===== src/rtl/cpu_bus_bridge_pkg.sv =====
`default_nettype none
// +--------------------------------------------------------------------+
// | Module   : cpu_bus_bridge_pkg                                      |
// | Purpose  : Shared types and constants for the 6502 bus bridge      |
// | Revision : 1.0  initial release                                    |
// +--------------------------------------------------------------------+
package cpu_bus_bridge_pkg;

    // Bridge transaction state
    typedef enum logic [1:0] {
        IDLE = 2'd0,
        REQ  = 2'd1,
        DONE = 2'd2
    } bridge_state_e;

    localparam logic       RW_WRITE = 1'b1;
    localparam logic [7:0] OE_ALL   = 8'hFF;

    // Write data is only trusted when the core drives every data pin.
    function automatic logic [7:0] sel_wdata(
        input logic       rw,
        input logic [7:0] oe,
        input logic [7:0] data
    );
        return ((rw == RW_WRITE) && (oe == OE_ALL)) ? data : 8'h00;
    endfunction

endpackage
`default_nettype wire


===== src/rtl/cpu_bus_bridge_bus_phase_capture.sv =====
`default_nettype none
// +--------------------------------------------------------------------+
// | Module   : bus_phase_capture                                       |
// | Purpose  : Tracks the CPU clock phase, flags its falling edge and  |
// |            latches address-low / rw from the first bus phase       |
// | Revision : 1.0  initial release                                    |
// +--------------------------------------------------------------------+
module bus_phase_capture
    import cpu_bus_bridge_pkg::*;
(
    input  logic       clk,
    input  logic       rst,
    input  logic       cpu_phase_i,
    input  logic [7:0] cpu_addr_mux_i,
    input  logic       cpu_rw_i,
    input  logic       cpu_rw_oe_i,
    output logic       fe_o,
    output logic [7:0] addr_lo_o,
    output logic       rw_lat_o
);

    logic       phase_q;
    logic [7:0] addr_lo_q;
    logic       rw_lat_q;

    // Phase history plus address-low/rw capture; the last phase-1 cycle wins
    always_ff @(posedge clk) begin
        if (rst) begin
            phase_q   <= 1'b0;
            addr_lo_q <= 8'h00;
            rw_lat_q  <= 1'b0;
        end else begin
            phase_q <= cpu_phase_i;
            if (cpu_phase_i) begin
                addr_lo_q <= cpu_addr_mux_i;
                rw_lat_q  <= cpu_rw_i & cpu_rw_oe_i;
            end
        end
    end

    assign fe_o      = phase_q & ~cpu_phase_i;
    assign addr_lo_o = addr_lo_q;
    assign rw_lat_o  = rw_lat_q;

endmodule
`default_nettype wire


===== src/rtl/cpu_bus_bridge.sv =====
`default_nettype none
// +--------------------------------------------------------------------+
// | Module   : cpu_bus_bridge                                          |
// | Purpose  : Demultiplexes the 6502 core pin bus and runs one        |
// |            valid/ready memory transaction per CPU bus cycle        |
// | Revision : 1.0  initial release                                    |
// +--------------------------------------------------------------------+
module cpu_bus_bridge
    import cpu_bus_bridge_pkg::*;
#(
    parameter int unsigned TIMEOUT      = 15,
    parameter logic [7:0]  TIMEOUT_DATA = 8'hEA
) (
    input  logic        clk,
    input  logic        rst,
    input  logic        cpu_phase,
    input  logic [7:0]  cpu_addr_mux,
    input  logic [7:0]  cpu_uio_out,
    input  logic [7:0]  cpu_uio_oe,
    output logic [7:0]  cpu_uio_in,
    output logic [15:0] mem_addr,
    output logic [7:0]  mem_wdata,
    output logic        mem_we,
    output logic        mem_valid,
    input  logic        mem_ready,
    input  logic [7:0]  mem_rdata,
    output logic        bus_busy,
    output logic        err_timeout,
    output logic        err_overrun,
    output logic [15:0] cycle_count
);

    // Last REQ cycle index before the request is abandoned
    localparam logic [7:0] TCNT_LAST = 8'(TIMEOUT - 1);

    logic       fe;
    logic [7:0] addr_lo;
    logic       rw_lat;

    bus_phase_capture u_capture (
        .clk            (clk),
        .rst            (rst),
        .cpu_phase_i    (cpu_phase),
        .cpu_addr_mux_i (cpu_addr_mux),
        .cpu_rw_i       (cpu_uio_out[0]),
        .cpu_rw_oe_i    (cpu_uio_oe[0]),
        .fe_o           (fe),
        .addr_lo_o      (addr_lo),
        .rw_lat_o       (rw_lat)
    );

    bridge_state_e state_q, state_d;
    logic [15:0]   addr_q,  addr_d;
    logic [7:0]    wdata_q, wdata_d;
    logic          we_q,    we_d;
    logic          valid_q, valid_d;
    logic [7:0]    rdata_q, rdata_d;
    logic [7:0]    tcnt_q,  tcnt_d;
    logic [15:0]   count_q, count_d;
    logic          tmo_q,   tmo_d;
    logic          ovr_q,   ovr_d;

    // State and datapath registers
    always_ff @(posedge clk) begin
        if (rst) begin
            state_q <= IDLE;
            addr_q  <= 16'h0000;
            wdata_q <= 8'h00;
            we_q    <= 1'b0;
            valid_q <= 1'b0;
            rdata_q <= 8'h00;
            tcnt_q  <= 8'h00;
            count_q <= 16'h0000;
            tmo_q   <= 1'b0;
            ovr_q   <= 1'b0;
        end else begin
            state_q <= state_d;
            addr_q  <= addr_d;
            wdata_q <= wdata_d;
            we_q    <= we_d;
            valid_q <= valid_d;
            rdata_q <= rdata_d;
            tcnt_q  <= tcnt_d;
            count_q <= count_d;
            tmo_q   <= tmo_d;
            ovr_q   <= ovr_d;
        end
    end

    // Next-state: launch on phase falling edge, complete on ready or timeout
    always_comb begin
        state_d = state_q;
        addr_d  = addr_q;
        wdata_d = wdata_q;
        we_d    = we_q;
        valid_d = valid_q;
        rdata_d = rdata_q;
        tcnt_d  = tcnt_q;
        count_d = count_q;
        tmo_d   = tmo_q;
        ovr_d   = ovr_q;

        unique case (state_q)
            IDLE, DONE: begin
                // A falling edge seen in DONE launches directly so no cycle is lost
                if (fe) begin
                    addr_d  = {cpu_addr_mux, addr_lo};
                    we_d    = rw_lat;
                    wdata_d = sel_wdata(rw_lat, cpu_uio_oe, cpu_uio_out);
                    valid_d = 1'b1;
                    tcnt_d  = 8'h00;
                    state_d = REQ;
                end else begin
                    state_d = IDLE;
                end
            end
            REQ: begin
                // A new bus cycle while busy is dropped; the current one carries on
                if (fe) begin
                    ovr_d = 1'b1;
                end
                if (mem_ready) begin
                    valid_d = 1'b0;
                    if (!we_q) begin
                        rdata_d = mem_rdata;
                    end
                    count_d = count_q + 16'd1;
                    state_d = DONE;
                end else if (tcnt_q == TCNT_LAST) begin
                    valid_d = 1'b0;
                    tmo_d   = 1'b1;
                    if (!we_q) begin
                        rdata_d = TIMEOUT_DATA;
                    end
                    count_d = count_q + 16'd1;
                    state_d = DONE;
                end else begin
                    tcnt_d = tcnt_q + 8'd1;
                end
            end
            default: begin
                state_d = IDLE;
                valid_d = 1'b0;
            end
        endcase
    end

    assign cpu_uio_in  = rdata_q;
    assign mem_addr    = addr_q;
    assign mem_wdata   = wdata_q;
    assign mem_we      = we_q;
    assign mem_valid   = valid_q;
    assign bus_busy    = (state_q != IDLE);
    assign err_timeout = tmo_q;
    assign err_overrun = ovr_q;
    assign cycle_count = count_q;

endmodule
`default_nettype wire


===== config.mk =====
export PLATFORM = sky130hd
export DESIGN_NAME = cpu_bus_bridge
export DESIGN_NICKNAME = d
export VERILOG_FILES = /design/src/rtl/cpu_bus_bridge_pkg.sv /design/src/rtl/cpu_bus_bridge_bus_phase_capture.sv /design/src/rtl/cpu_bus_bridge.sv
export SDC_FILE = /design/constraint.sdc
export NUM_CORES = 1
export LEC_CHECK = 0
export BUFFER_PORTS_ARGS = -buffer_cell sky130_fd_sc_hd__buf_4
export CORE_MARGIN = 4
export CORE_UTILIZATION = 55
export DETAILED_ROUTE_END_ITERATION = 6
export GPL_TIMING_DRIVEN = 0
export PLACE_DENSITY_LB_ADDON = 0.1
export SETUP_SLACK_MARGIN = 0.2
export SYNTH_ARGS = -nofsm -noshare
export SYNTH_HDL_FRONTEND = slang
export SYNTH_SLANG_ARGS = --single-unit

===== constraint.sdc =====
create_clock -name clk -period 5.3 [get_ports clk]
set_input_delay 0 -clock clk [delete_from_list [all_inputs] [get_ports clk]]
set_output_delay 0 -clock clk [all_outputs]
set_load 0.01 [all_outputs]

==> Word-level counts from Yosys, hierarchy flattened <==
Index checks and enable logic that the tools add are counted.
{ "totals": {"register_bits": 72, "inputBits": 36, "output_inout_bits": 53, "wordCells": 60} }
{ "op_classes": {"addsub": 2, "n_eq_ne": 8, "n_mux": 19, "n_bitwise": 5, "n_reduce_logical": 13} }
{ "ops": {"columns": ["op", "n"], "rows": [
  ["$mux 8", 8],
  ["$mux 16", 2],
  ["$add 16x1->16 const B", 1],
  ["$pmux 8 s2", 1],
  ["$add 8x1->8 const B", 1],
  ["$eq 8x4->1 const B", 1],
  ["$eq 8x8->1 const B", 1],
  ["$reduce_and 2->1", 4],
  ["$ne 2x2->1 const B", 3],
  ["$reduce_and 3->1", 2],
  ["$reduce_bool 2->1", 3],
  ["$mux 1", 4],
  ["$mux 2", 2],
  ["$pmux 2 s2", 1],
  ["$reduce_and 4->1", 1],
  ["$ne 3x3->1 const B", 1],
  ["$not 1->1", 3],
  ["$and 1x1->1", 2],
  ["$eq 2x1->1 const B", 1],
  ["$eq 2x2->1 const B", 1],
  ["$logic_not 2->1", 1],
  ["$pmux 1 s2", 1],
  ["$reduce_or 2->1", 1],
  ["$logic_and 1x1->1", 1]
]} }

==> Depth between registers and ports, before layout <==
Gate-level depths: netlist of run 1.
{ "depth": {"word_depth": 4, "ltp_mapped": 8} }

==> Modules after synthesis <==
A second synthesis of run 1 with hierarchy kept.
{ "unflattened": {"cells_unflattened": 348, "area_unflattened_um2": 2975.4} }
{ "by_module_without_submodules": {"columns": ["module", "instances", "cells_per_inst", "area_each_um2"], "rows": [
  ["cpu_bus_bridge", 1, 315, 2621.3],
  ["bus_phase_capture", 1, 33, 354.1]
]} }

==> Worst setup path after synthesis of run 1 <==
OpenSTA, ideal clock, no wires.
{ "synth_path": {"path_kind": "register -> register", "startpoint": "reg tcnt_q[0]", "endpoint": "reg tcnt_q[1]", "setup_time_ps": 70, "arrival_time_ps": 1797, "required_time_ps": 5230, "path_slack_ps": 3433, "stages_incl_launch_ff": 8, "period_less_slack_ps": 1867, "cell_sequence": "dfxtp_1 inv_1 ha_1 and4b_1 buf_6 a211o_1 or4_1 a21oi_1"} }
{ "synth_via": {"elab_chain_len": 4, "word_cells_on_any_way": 7, "classes_between": "add/sub: 1; eq/ne: 2; mux: 3; reduce/logical: 1"} }
{ "synth_rtl": {"columns": ["element", "line", "source"], "rows": [
  ["from (decl)", "cpu_bus_bridge.sv:58", "logic [7:0] tcnt_q, tcnt_d;"],
  ["from (signal assigned)", "cpu_bus_bridge.sv:83", "tcnt_q <= tcnt_d;"],
  ["$add 8x1->8", "cpu_bus_bridge.sv:138", "tcnt_d = tcnt_q + 8'd1;"],
  ["$mux 8", "cpu_bus_bridge.sv:129", "end else if (tcnt_q == TCNT_LAST) begin"],
  ["$mux 8", "cpu_bus_bridge.sv:122", "if (mem_ready) begin"],
  ["$pmux 8 s2", "cpu_bus_bridge.sv:103", "unique case (state_q)"]
]} }
Several ways; a longest one is shown, not always the timed one. The select of a mux whose other input is x is not followed.
A chain may end at the register's enable or synchronous reset.

==> Worst setup path in the final report of run 1 <==
Same ends and word-level chain as after synthesis.

==> flow_summary_export.csv, run 1 <==
group,metric,value,unit
clock_network,insertion_delay,360,ps
synth,synth_ff_type,"dfxtp_1",
worst_setup_path,crit_buf_inv,2,
placed_design,dp_worst_setup_slack,3270,ps
placed_design,port_buffers,87,
worst_setup_path,ff2ff_path_depth,7,
synth,ys_seq_area_share,48.1,%
clock_network,cts_root_buffer,"clkbuf_8",
detailed_routing,topRoutingLayerUsed,"met4",
worst_setup_path,crit_required,5590,ps
sta,fin_worst_skew,8.13,ps
worst_setup_path,end_kind,"flop",
worst_setup_path,rrSetupSlack,3230,ps
detailed_routing,wl_met2,4.59,mm
worst_setup_path,r2r-end,"tcnt_q[1]",
grt,grt_antenna_before_repair,0,
cells_and_area,fillCellCount,333,
synth,syn_area,3000,um2
worst_setup_path,crit_path_start,"tcnt_q[0]",
worst_setup_path,worstPathMaxFanout,7,
sta,setup-tns-final,0,ps
synth,synth_seq_cells,72,
cells_and_area,nets,505,
power,power_frac_comb,9.1,%
worst_setup_path,rr_startpoint,"tcnt_q[0]",
sta,setup_viol,0,
floorplanning,ios,89,
sta,slew_headroom,61.2,%
detailed_routing,drc_errors,0,
sta,setup_ws,3230,ps
clock_network,ctsLongestPathBuffers,2,
worst_setup_path,cp_top_family,"simple AND/OR/NAND/NOR gates",
clock_network,holdBufCountCts,25,
floorplanning,fp.dieArea,6690,um2
detailed_routing,drt_iter0_markers,255,
grt,grt_first_pass_wirelength,15.0,mm
hold_path,hold_start,"rst",
sta,worstMarginPinSlew,582,ps
cells_and_area,instances_no_fill,542,
grt,grt_max_degree,15,
clock_network,postCtsSetupBuffers,0,
sta,finalHoldViolCount,0,
cells_and_area,multi_input_area,1420,um2
detailed_routing,drt-vias-per-instance,5.85,
clock_network,ctsResizeCount,0,
detailed_routing,routed_wl,9.22,mm
grt,grt_overflow_total,0,
sta,slew_viol_final,0,
worst_setup_path,crit_path_start_kind,"flop",
clock_network,cts.sinks,72,
worst_setup_path,slowest_delay,440,ps
detailed_routing,met3WireLength,684,um
synth,async_flop_share,0,%
floorplanning,initial_utilization,57.5,%
floorplanning,rows,26,
worst_setup_path,crit_type,"reg -> reg",
floorplanning,design.core.area,5200,um2
placed_design,dp_cells,500,
hold_path,hold_end,"cycle_count[2]",
detailed_routing,wl_per_cell,17.0,um
cells_and_area,register_area,1440,um2
sta,post-route-min-period,2070,ps
sta,rsz0062_at_grt,"false",
grt,gr-usage-all-layers,29.6,%
sta,fmax,484,MHz
power,clkPwrFrac,40.8,%
power,powerDensity,265,nW/um2
power,p_sw,0.000290,W
grt,grt_pass1_vias,3100,
placed_design,dp.final_hpwl,5.80,mm
power,ir_drop,0.229,mV
cells_and_area,drive_above_1_share,24.6,%
placed_design,gp_congestion,0.859,
detailed_routing,drtAntennaViolNets,0,
synth,yosys_warnings,0,
run_status,status,"finished, final reports clean",
synth,syn_nets,382,
clock_network,clk_pin_slew,80,ps
detailed_routing,first_pass_iters,5,
sta,post-route-period-util,39.0,%
synth,postSynthCellCount,343,
floorplanning,die_w,81.8,um
floorplanning,die_y,81.8,um
hold_path,hold_depth,3,
power,p_seq_share,50.1,%
power,p_leak,1.68,nW
sta,hold-worst-slack,34.6,ps
detailed_routing,wl_met1,3.64,mm
clock_network,numCtsBuffers,9,
synth,syn_area_per_cell,8.73,um2
cells_and_area,area_delta_synth_final,39.9,%
worst_setup_path,cp_slowest_cell,"or4_1",
synth,synth_edf_count,0,
worst_setup_path,crit_arrival,2350,ps
power,swShare,26.1,%
clock_network,cts_tree,"yes",
power,intPower,0.000822,W
flow_run,max_cap_viol_count,0,
hold_path,hp-class,"in -> reg",
worst_setup_path,path_cells,"inv_1 -> ha_1 -> and4b_1 -> buf_6 -> a211o_1 -> or4_1 -> a21oi_1",
synth,synth.distinct_cells,44,
clock_network,htreeDepth,3,
detailed_routing,vias,3173,
==> worst min-delay path, stage by stage <==
cell	delay (ps)
buf_4	120
nor2b_1	100
mux2_2	150
==> layer usage <==
layer | vias to the layer above | track usage (%)
met5 | - | 0
met4 | 0 | 15.6
met3 | 32 | 5.92
met2 | 159 | 50.6
met1 | 1505 | 34.7
li1 | 1477 | -
==> cells in the final DEF (no fill, tap or decap), types with 3 or more instances in the layout <==
cell           synthesis  final
a311oi_1               3      3
a21oi_1               43     43
a22oi_1                8      8
o21ai_0               11     11
nand3_1               12     12
nand2_1               47     47
dlygate4sd3_1          0     25
nor2_1                27     27
nor3_1                 4      4
mux2i_1                8      8
a211oi_1               5      5
nand4_1                5      5
o31ai_1                9      9
ha_1                   3      3
inv_6                  0      3
inv_1                  8      8
nor2b_1                3      3
buf_4                  0     87
or4_1                 10     10
and3_1                 4      4
dfxtp_1               72     72
nand2b_1               3      3
buf_2                  3      3
nand4b_1               4      4
or3_1                  3      3
clkbuf_1              19     19
clkbuf_8               0      9
==> worst max path at each step <==
stage,end,slack (ps),depth (start not counted)
floorplan,tcnt_q[1],3430,7
global placement,tcnt_q[1],3330,7
detailed placement,tcnt_q[1],3270,7
CTS,tcnt_q[1],3240,7
global route,cpu_uio_in[4],3080,8
finish,tcnt_q[1],3230,7
==> Yosys cell counts, types with 2 or more instances <==
| cell type | instances | area share (%) |
|---|---|---|
| a311oi_1 | 3 | 0.88 |
| mux2i_1 | 8 | 2.7 |
| a31oi_1 | 2 | 0.42 |
| a21o_1 | 2 | 0.50 |
| mux2_2 | 2 | 0.75 |
| nand3_1 | 12 | 2.0 |
| nand4_1 | 5 | 1.0 |
| nor2b_1 | 3 | 0.63 |
| nor2_1 | 27 | 3.4 |
| a41oi_1 | 2 | 0.58 |
| buf_2 | 3 | 0.50 |
| nand2_1 | 47 | 5.9 |
| clkbuf_1 | 19 | 2.4 |
| o21ai_0 | 11 | 1.8 |
| ha_1 | 3 | 1.3 |
| nand4b_1 | 4 | 1.2 |
| o31ai_1 | 9 | 2.3 |
| inv_1 | 8 | 1.0 |
| or3_1 | 3 | 0.63 |
| and3_1 | 4 | 0.84 |
| nand3b_1 | 2 | 0.50 |
| dfxtp_1 | 72 | 48 |
| a22oi_1 | 8 | 2.0 |
| nor3_1 | 4 | 0.67 |
| or4_1 | 10 | 2.5 |
| nor4_1 | 2 | 0.42 |
| nand2b_1 | 3 | 0.63 |
| and4_1 | 2 | 0.58 |
| a21oi_1 | 43 | 7.2 |
| a211oi_1 | 5 | 1.3 |
| buf_6 | 2 | 0.75 |
==> power groups by stage <==
stage	clock [W]	sequential [W]	combinational, W
global route	0.000473	0.000559	0.000109
finish	0.000453	0.000558	0.000101
CTS	0.000451	0.000557	0.0000976
global placement	0	0.000569	0.0000806
detailed placement	0	0.000570	0.0000825
floorplan	0	0.000571	0.0000374
==> area by class of cell <==
| cell class | instances | share of cell area (%) |
|---|---|---|
| Clock inverter | 7 | 1.85 |
| Inverter | 8 | 0.717 |
| Clock buffer | 9 | 2.96 |
| Tap cell | 70 | 2.09 |
| Antenna cell | 1 | 0.0597 |
| Timing Repair Buffer | 112 | 21.6 |
| Buffer | 24 | 2.60 |
| Sequential cell | 72 | 34.4 |
| Multi-Input combinational cell | 239 | 33.8 |
==> through the flow <==
| step | total power [W] | instance area (um2) | util, % |
|---|---|---|---|
| 5_1_grt | 0.00114 | 4190 | 80.5 |
| 6_report | 0.00111 | 4190 | 80.5 |
| 3_5_place_dp | 0.000652 | 3740 | 71.8 |
| 4_1_cts | 0.00111 | 4190 | 80.5 |
| 2_1_floorplan | 0.000608 | 3000 | - |
| 3_3_place_gp | 0.000650 | 3740 | 71.8 |
==> state kept, by name, indices dropped and copies added, names as in the netlist <==
name                 cells
cpu_uio_in               8
cycle_count             16
err_overrun              1
err_timeout              1
mem_addr                16
mem_valid                1
mem_wdata                8
mem_we                   1
state_q                  2
tcnt_q                   8
u_capture.addr_lo_o      8
u_capture.phase_q        1
u_capture.rw_lat_o       1
==> logic make-up (layout without fill, tap and decap cells) <==
group	count (synthesis)	in the layout	share of synthesized area, %
multiplexers	10	10	3.43
flip-flops	72	72	48.1
other	0	1	0
adder cells (fa/ha/maj)	3	3	1.25
AO/OA/AOI/OAI	91	91	19.0
buffers and inverters	32	160	4.64
AND/OR/NAND/NOR	135	135	23.5
(Power assumes the default switching activity.)
==> run 2, diff against run 1 <==
--- a/config.mk
+++ b/config.mk
@@ -5,9 +5,10 @@
 export SDC_FILE = /design/constraint.sdc
 export NUM_CORES = 1
 export LEC_CHECK = 0
+export ABC_AREA = 1
 export BUFFER_PORTS_ARGS = -buffer_cell sky130_fd_sc_hd__buf_4
 export CORE_MARGIN = 4
-export CORE_UTILIZATION = 55
+export CORE_UTILIZATION = 47
 export DETAILED_ROUTE_END_ITERATION = 6
 export GPL_TIMING_DRIVEN = 0
 export PLACE_DENSITY_LB_ADDON = 0.1
==> constraint.sdc (replaced) <==
create_clock -name clk -period 1.8 [get_ports clk]
set_input_delay 0 -clock clk [delete_from_list [all_inputs] [get_ports clk]]
set_output_delay 0 -clock clk [all_outputs]
set_load 0.01 [all_outputs]
==> run 2 against run 1 <==
  * First-iteration DRC count down 31%
  * Sequential cell count unchanged
  * Global-route usage down 7.8 points
  * Worst setup slack worse by 2900 ps
  * Core utilization down 11 points
  * Synthesized area up 7.8%
  * Sequential share of layout area down 2.2 points
  * Combinational power rose to 3.5 times the previous value
  * Non-clock buffer count down 6
  * Critical path type unchanged
  * Critical endpoint is now cycle_count[8]
  * Highest routed layer unchanged
==> flow_summary_export.csv, run 2 <==
group,metric,value,unit
synth,synthTopCellsByCount,"111 x nand2_1, 72 x dfxtp_1, 69 x nor2_1",
power,powerDensity,771,nW/um2
synth,ys_seq_area_share,44.7,%
worst_setup_path,crit_type,"reg -> reg",
sta,setup_viol,0,
synth,synth_seq_cells,72,
floorplanning,ios,89,
detailed_routing,routed_wl,9.08,mm
power,p_seq_share,48.1,%
sta,setup-tns-final,0,ps
detailed_routing,first_pass_iters,5,
synth,netlist_top_cells_area,"dfxtp_1 45%, nand2_1 13%, nor2_1 8.0%",
worst_setup_path,crit_path_start_kind,"flop",
cells_and_area,nets,602,
floorplanning,design.core.area,6490,um2
worst_setup_path,slowest_delay,340,ps
worst_setup_path,path_cells,"inv_2 -> ha_4 -> nand3_4 -> o21ai_4 -> nand2_4 -> inv_4 -> clkbuf_16 -> nand2_2 -> a21oi_2",
floorplanning,rows,29,
synth,yosysTopAreaCell,"dfxtp_1",
grt,grt_antenna_before_repair,0,
placed_design,dp.final_hpwl,6.21,mm
clock_network,postCtsSetupBuffers,0,
synth,synth_most_common_cell,"nand2_1",
power,power_frac_comb,10.3,%
detailed_routing,wl_per_cell,14.1,um
detailed_routing,vias,3341,
detailed_routing,drc_errors,0,
cells_and_area,area_delta_synth_final,39.1,%
sta,rsz0062_at_grt,"false",
power,clkPwrFrac,41.6,%
clock_network,cts.sinks,72,
synth,synth_top_area_share,44.7,%
placed_design,place_area,3960,um2
run_status,status,"finished, final reports clean",
worst_setup_path,crit_arrival,1750,ps
synth,synth.distinct_cells,32,
cells_and_area,fin_area,4490,um2
worst_setup_path,worstPathMaxFanout,6,
grt,gr-usage-all-layers,21.7,%
worst_setup_path,crit_required,2080,ps
grt,grt_max_degree,15,
synth,syn_nets,481,
clock_network,ctsLongestPathBuffers,2,
sta,fmax,679,MHz
synth,yosys_warnings,0,
worst_setup_path,cp_top_family,"flip-flops",
power,intPower,0.00260,W
sta,post-route-min-period,1470,ps
power,swShare,24.9,%
cells_and_area,drive_above_1_share,27.1,%
grt,grt_first_pass_wirelength,14.6,mm
power,ir_drop,0.450,mV
floorplanning,fp.dieArea,8260,um2
clock_network,numCtsBuffers,9,
detailed_routing,drt-vias-per-instance,5.18,
clock_network,insertion_delay,350,ps
sta,worstMarginPinSlew,645,ps
hold_path,hp-class,"in -> reg",
synth,syn_area,3230,um2
synth,synth_ff_type,"dfxtp_1",
clock_network,cts_root_buffer,"clkbuf_8",
grt,grt_pass1_vias,3117,
placed_design,gp_congestion,0.847,
worst_setup_path,end_kind,"flop",
detailed_routing,drt_iter0_markers,176,
clock_network,htreeDepth,3,
floorplanning,die_w,90.9,um
sta,finalHoldViolCount,0,
cells_and_area,final_cell_mix,"109 x nand2_1, 85 x buf_4, 69 x dfxtp_1",
cells_and_area,diodes,0,
power,p_leak,1.89,nW
cells_and_area,final_common_cell,"nand2_1",
cells_and_area,fin_util,69.1,%
worst_setup_path,crit_buf_inv,3,
clock_network,cts_tree,"yes",
clock_network,clk_pin_slew,80,ps
sta,post-route-period-util,81.8,%
placed_design,port_buffers,85,
sta,fin_worst_skew,10.5,ps
detailed_routing,drtAntennaViolNets,0,
floorplanning,die_y,90.9,um
flow_run,max_cap_viol_count,0,
sta,slew_viol_final,0,
floorplanning,initial_utilization,49.7,%
worst_setup_path,cp_slowest_cell,"dfxtp_2",
cells_and_area,fillCellCount,567,
power,p_sw,0.000862,W
synth,synth_edf_count,0,
synth,postSynthCellCount,442,
synth,syn_area_per_cell,7.30,um2
synth,async_flop_share,0,%
sta,slew_headroom,57.0,%
grt,grt_overflow_total,0,
## run 2: changes by cell type after synthesis, moves of 8 or more
cell	before	now
a21oi_2	0	8
a22oi_1	8	0
clkbuf_1	19	6
inv_1	8	30
mux2i_1	8	0
nand2_1	47	111
nand4_1	5	20
nor2_1	27	69
o31ai_1	9	1
or4_1	10	0
## run 2: cell families (layout without fill, tap and decap cells)
logic type / after synthesis / count (layout) / share of synthesized area (%)
simple gates: 233 / 233 / 32.1
compound gates: 71 / 71 / 12.5
xor+xnor: 7 / 7 / 1.90
fa+ha+maj: 3 / 3 / 1.16
buf+inv: 56 / 182 / 7.75
flops: 72 / 72 / 44.7
## run 2: per-stage QoR
step                cells  total power [W]  setup slack [ps]  hold WS, ps
detailed placement    604          0.00200               285          248
global route          645          0.00360               232         20.6
global placement      604          0.00200               297          237
floorplan             442          0.00186               417          135
CTS                   643          0.00348               231         8.17
finish                645          0.00346               327         18.3
## run 2: power by group through the flow
stage          registers [W]  logic (W)  clock network (W)
2_1_floorplan        0.00171   0.000156                  0
3_3_place_gp         0.00170   0.000299                  0
3_5_place_dp         0.00170   0.000303                  0
4_1_cts              0.00166   0.000344            0.00147
5_1_grt              0.00167   0.000390            0.00154
6_report             0.00167   0.000356            0.00144
## run 2: area by class of cell
type	instances	area (um2)	share of cell area (%)
buffer	20	120	2.67
clock buffer	9	124	2.76
clock inverter	7	103	2.28
inverter	36	138	3.06
multi-input combinational	314	1570	34.9
sequential	72	1450	32.2
tap	77	96.3	2.15
timing repair buffer	110	898	20.0
## run 2: what timing repair did
action	CTS	global route
endpoints found under the hold margin	30	0
resized for setup	0	15
endpoints found under the setup margin	0	24
hold buffers	23	0
## run 2: tightest hold or removal path, delay by kind of cell
family                 cells  cell delay [ps]
AOI/OAI and AO/OA          1              100
buffers and inverters      2              110
and+or+nand+nor            2              110
## run 2: final timing paths
check | start | end | slack [ps] | cells after the start
max | tcnt_q[0] | cycle_count[8] | 330 | 9
min reg2reg | cpu_uio_in[1] | cpu_uio_in[1] | 450 | 2
max reg2reg | tcnt_q[0] | cycle_count[8] | 330 | 9
min | mem_rdata[1] | cpu_uio_in[1] | 20 | 5
## run 2: layer usage
metal / share of wire, % / global-route usage, % / up-vias
met4: 2.3 / 10.4 / 0
met3: 6.3 / 4.83 / 18
met5: 0 / 0 / -
li1: - / - / 1669
met1: 43 / 27.2 / 1527
met2: 48 / 35.5 / 127
==> run 3, diff against run 2 <==
--- a/config.mk
+++ b/config.mk
@@ -5,10 +5,10 @@
 export SDC_FILE = /design/constraint.sdc
 export NUM_CORES = 1
 export LEC_CHECK = 0
-export ABC_AREA = 1
+export ABC_AREA = 0
 export BUFFER_PORTS_ARGS = -buffer_cell sky130_fd_sc_hd__buf_4
 export CORE_MARGIN = 4
-export CORE_UTILIZATION = 47
+export CORE_UTILIZATION = 46
 export DETAILED_ROUTE_END_ITERATION = 6
 export GPL_TIMING_DRIVEN = 0
 export PLACE_DENSITY_LB_ADDON = 0.1
==> constraint.sdc (replaced) <==
create_clock -name clk -period 1.2 [get_ports clk]
set_input_delay 0 -clock clk [delete_from_list [all_inputs] [get_ports clk]]
set_output_delay 0 -clock clk [all_outputs]
set_load 0.01 [all_outputs]
==> run 3 against run 2 <==
  * The run now ends with setup timing left
  * Wire length increased by 2.4%
  * Via count decreased by 5.2%
  * Die area decreased by 4.7%
  * Hold slack improved by 65 ps
  * Global-route usage increased by 1.2 points
  * Sequential share of layout area decreased by 1.8 points
  * Clock power increased by 50%
  * Non-clock buffer count increased by 30
==> flow_summary_export.csv, run 3 (synthesized netlist as in run 1, its figures left out) <==
group,metric,value,unit
detailed_routing,vias,3167,
run_status,status,"finished with violations",
detailed_routing,wl_met1,3.94,mm
worst_setup_path,crit_type,"reg -> reg",
sta,slew_viol_final,0,
clock_network,htreeDepth,3,
clock_network,cts_tree,"yes",
detailed_routing,drtAntennaViolNets,0,
cells_and_area,fin_util,75.8,%
clock_network,numCtsBuffers,9,
power,ir_drop,1.10,mV
floorplanning,rows,29,
sta,worstMarginPinSlew,672,ps
floorplanning,ios,89,
sta,finalHoldViolCount,0,
detailed_routing,routed_wl,9.30,mm
detailed_routing,wl_per_cell,16.3,um
detailed_routing,drt-vias-per-instance,5.54,
clock_network,clk_pin_slew,90,ps
worst_setup_path,path_cells,"ha_4 -> and4b_1 -> buf_6 -> a21oi_4 -> buf_6 -> or4_4 -> a21oi_2",
placed_design,dp_worst_setup_slack,-684,ps
run_status,violations,"setup timing",
sta,rsz0062_at_grt,"true",
cells_and_area,fillCellCount,443,
clock_network,cts_root_buffer,"clkbuf_8",
grt,grt_pass1_vias,3026,
sta,slew_headroom,55.2,%
clock_network,insertion_delay,340,ps
grt,grt_max_degree,15,
detailed_routing,first_pass_iters,5,
sta,setup_ws,-602,ps
cells_and_area,diodes,0,
worst_setup_path,cp_slowest_cell,"or4_4",
worst_setup_path,slowest_delay,510,ps
placed_design,gp_congestion,0.799,
placed_design,dp.final_hpwl,5.78,mm
grt,grt_antenna_before_repair,0,
sta,setup_viol,61,
worst_setup_path,worstPathMaxFanout,5,
floorplanning,fp.dieArea,7870,um2
flow_run,max_cap_viol_count,0,
detailed_routing,topRoutingLayerUsed,"met4",
floorplanning,initial_utilization,47.2,%
power,p_leak,1.93,nW
cells_and_area,final_cell_mix,"96 x buf_4, 62 x dfxtp_1, 45 x nand2_1",
cells_and_area,nets,529,
floorplanning,die_y,88.7,um
power,powerDensity,1070,nW/um2
detailed_routing,wl_met2,4.71,mm
grt,grt_first_pass_wirelength,14.2,mm
grt,grt_overflow_total,0,
cells_and_area,final_common_cell,"buf_4",
cells_and_area,area_delta_synth_final,60.7,%
worst_setup_path,crit_required,1460,ps
worst_setup_path,cp_top_family,"simple AND/OR/NAND/NOR gates",
worst_setup_path,crit_buf_inv,2,
hold_path,hp-class,"in -> reg",
detailed_routing,met3WireLength,520,um
sta,fmax,555,MHz
detailed_routing,drt_iter0_markers,194,
floorplanning,design.core.area,6350,um2
sta,post-route-period-util,150,%
worst_setup_path,end_kind,"flop",
clock_network,cts.sinks,72,
sta,fin_worst_skew,9.97,ps
sta,post-route-min-period,1800,ps
placed_design,port_buffers,87,
worst_setup_path,crit_path_start_kind,"flop",
worst_setup_path,crit_top_cell,"buf_6",
floorplanning,die_w,88.7,um
worst_setup_path,crit_arrival,2060,ps
clock_network,ctsLongestPathBuffers,2,
cells_and_area,drive_above_1_share,41.0,%
sta,setup-tns-final,-21640,ps
power,total_power,0.00515,W
detailed_routing,drc_errors,0,
grt,gr-usage-all-layers,23.0,%
run 3: final timing paths:
path	from	endpoint	slack [ps]	cells after the start
worst max-delay path	tcnt_q[1]	cycle_count[5]	-600	7
worst max register to register	tcnt_q[1]	cycle_count[5]	-600	7
worst min register to register	u_capture.addr_lo_o[4]	mem_addr[4]	460	2
worst min-delay path	rst	cycle_count[2]	80	3
run 3: layer usage:
metal | global-route usage, % | up-vias
met5 | 0 | -
met4 | 9.48 | 0
met3 | 5.77 | 17
met2 | 38.1 | 89
met1 | 28.4 | 1530
li1 | - | 1531
run 3: area by class of cell:
type                       count  area [um2]  share of cell area [%]
inverter                       8        30.0                   0.624
clock buffer                   9         124                    2.57
timing repair buffer         136        1170                    24.3
multi-input combinational    239        1650                    34.3
buffer                        24         178                    3.69
sequential                    72        1460                    30.4
clock inverter                 7         103                    2.13
tap                           77        96.3                    2.00
run 3: worst reg2reg max path: stages (launching register included):
cell and delay, ps:
dfxtp_4 390, ha_4 120, and4b_1 200, buf_6 120, a21oi_4 90, buf_6 170, or4_4 510, a21oi_2 130
run 3: power by group:
group | internal [W] | leakage, nW | switching (W)
Combinational | 0.000281 | 1.23 | 0.000257
Sequential | 0.00243 | 0.589 | 0.0000284
Clock | 0.00119 | 0.110 | 0.000969
Total | 0.00390 | 1.93 | 0.00125
run 3: through the flow:
| stage | instance area (um2) | std cells | hold WS [ps] |
|---|---|---|---|
| after detailed placement | 3810 | 507 | 245 |
| after CTS | 4530 | 562 | 1.52 |
| after global routing | 4810 | 572 | 74.0 |
| after floorplan | 3060 | 343 | 136 |
| after global placement | 3810 | 507 | 233 |
| final | 4810 | 572 | 83.3 |
run 3: what timing repair did:
action | in CTS | in global routing
endpoints found under the setup margin | 63 | 64
pin swaps | 13 | 17
buffers inserted | 13 | 8
resized for setup | 35 | 56
endpoints found under the hold margin | 32 | 1
cloned | 2 | 1
hold buffers | 24 | 1
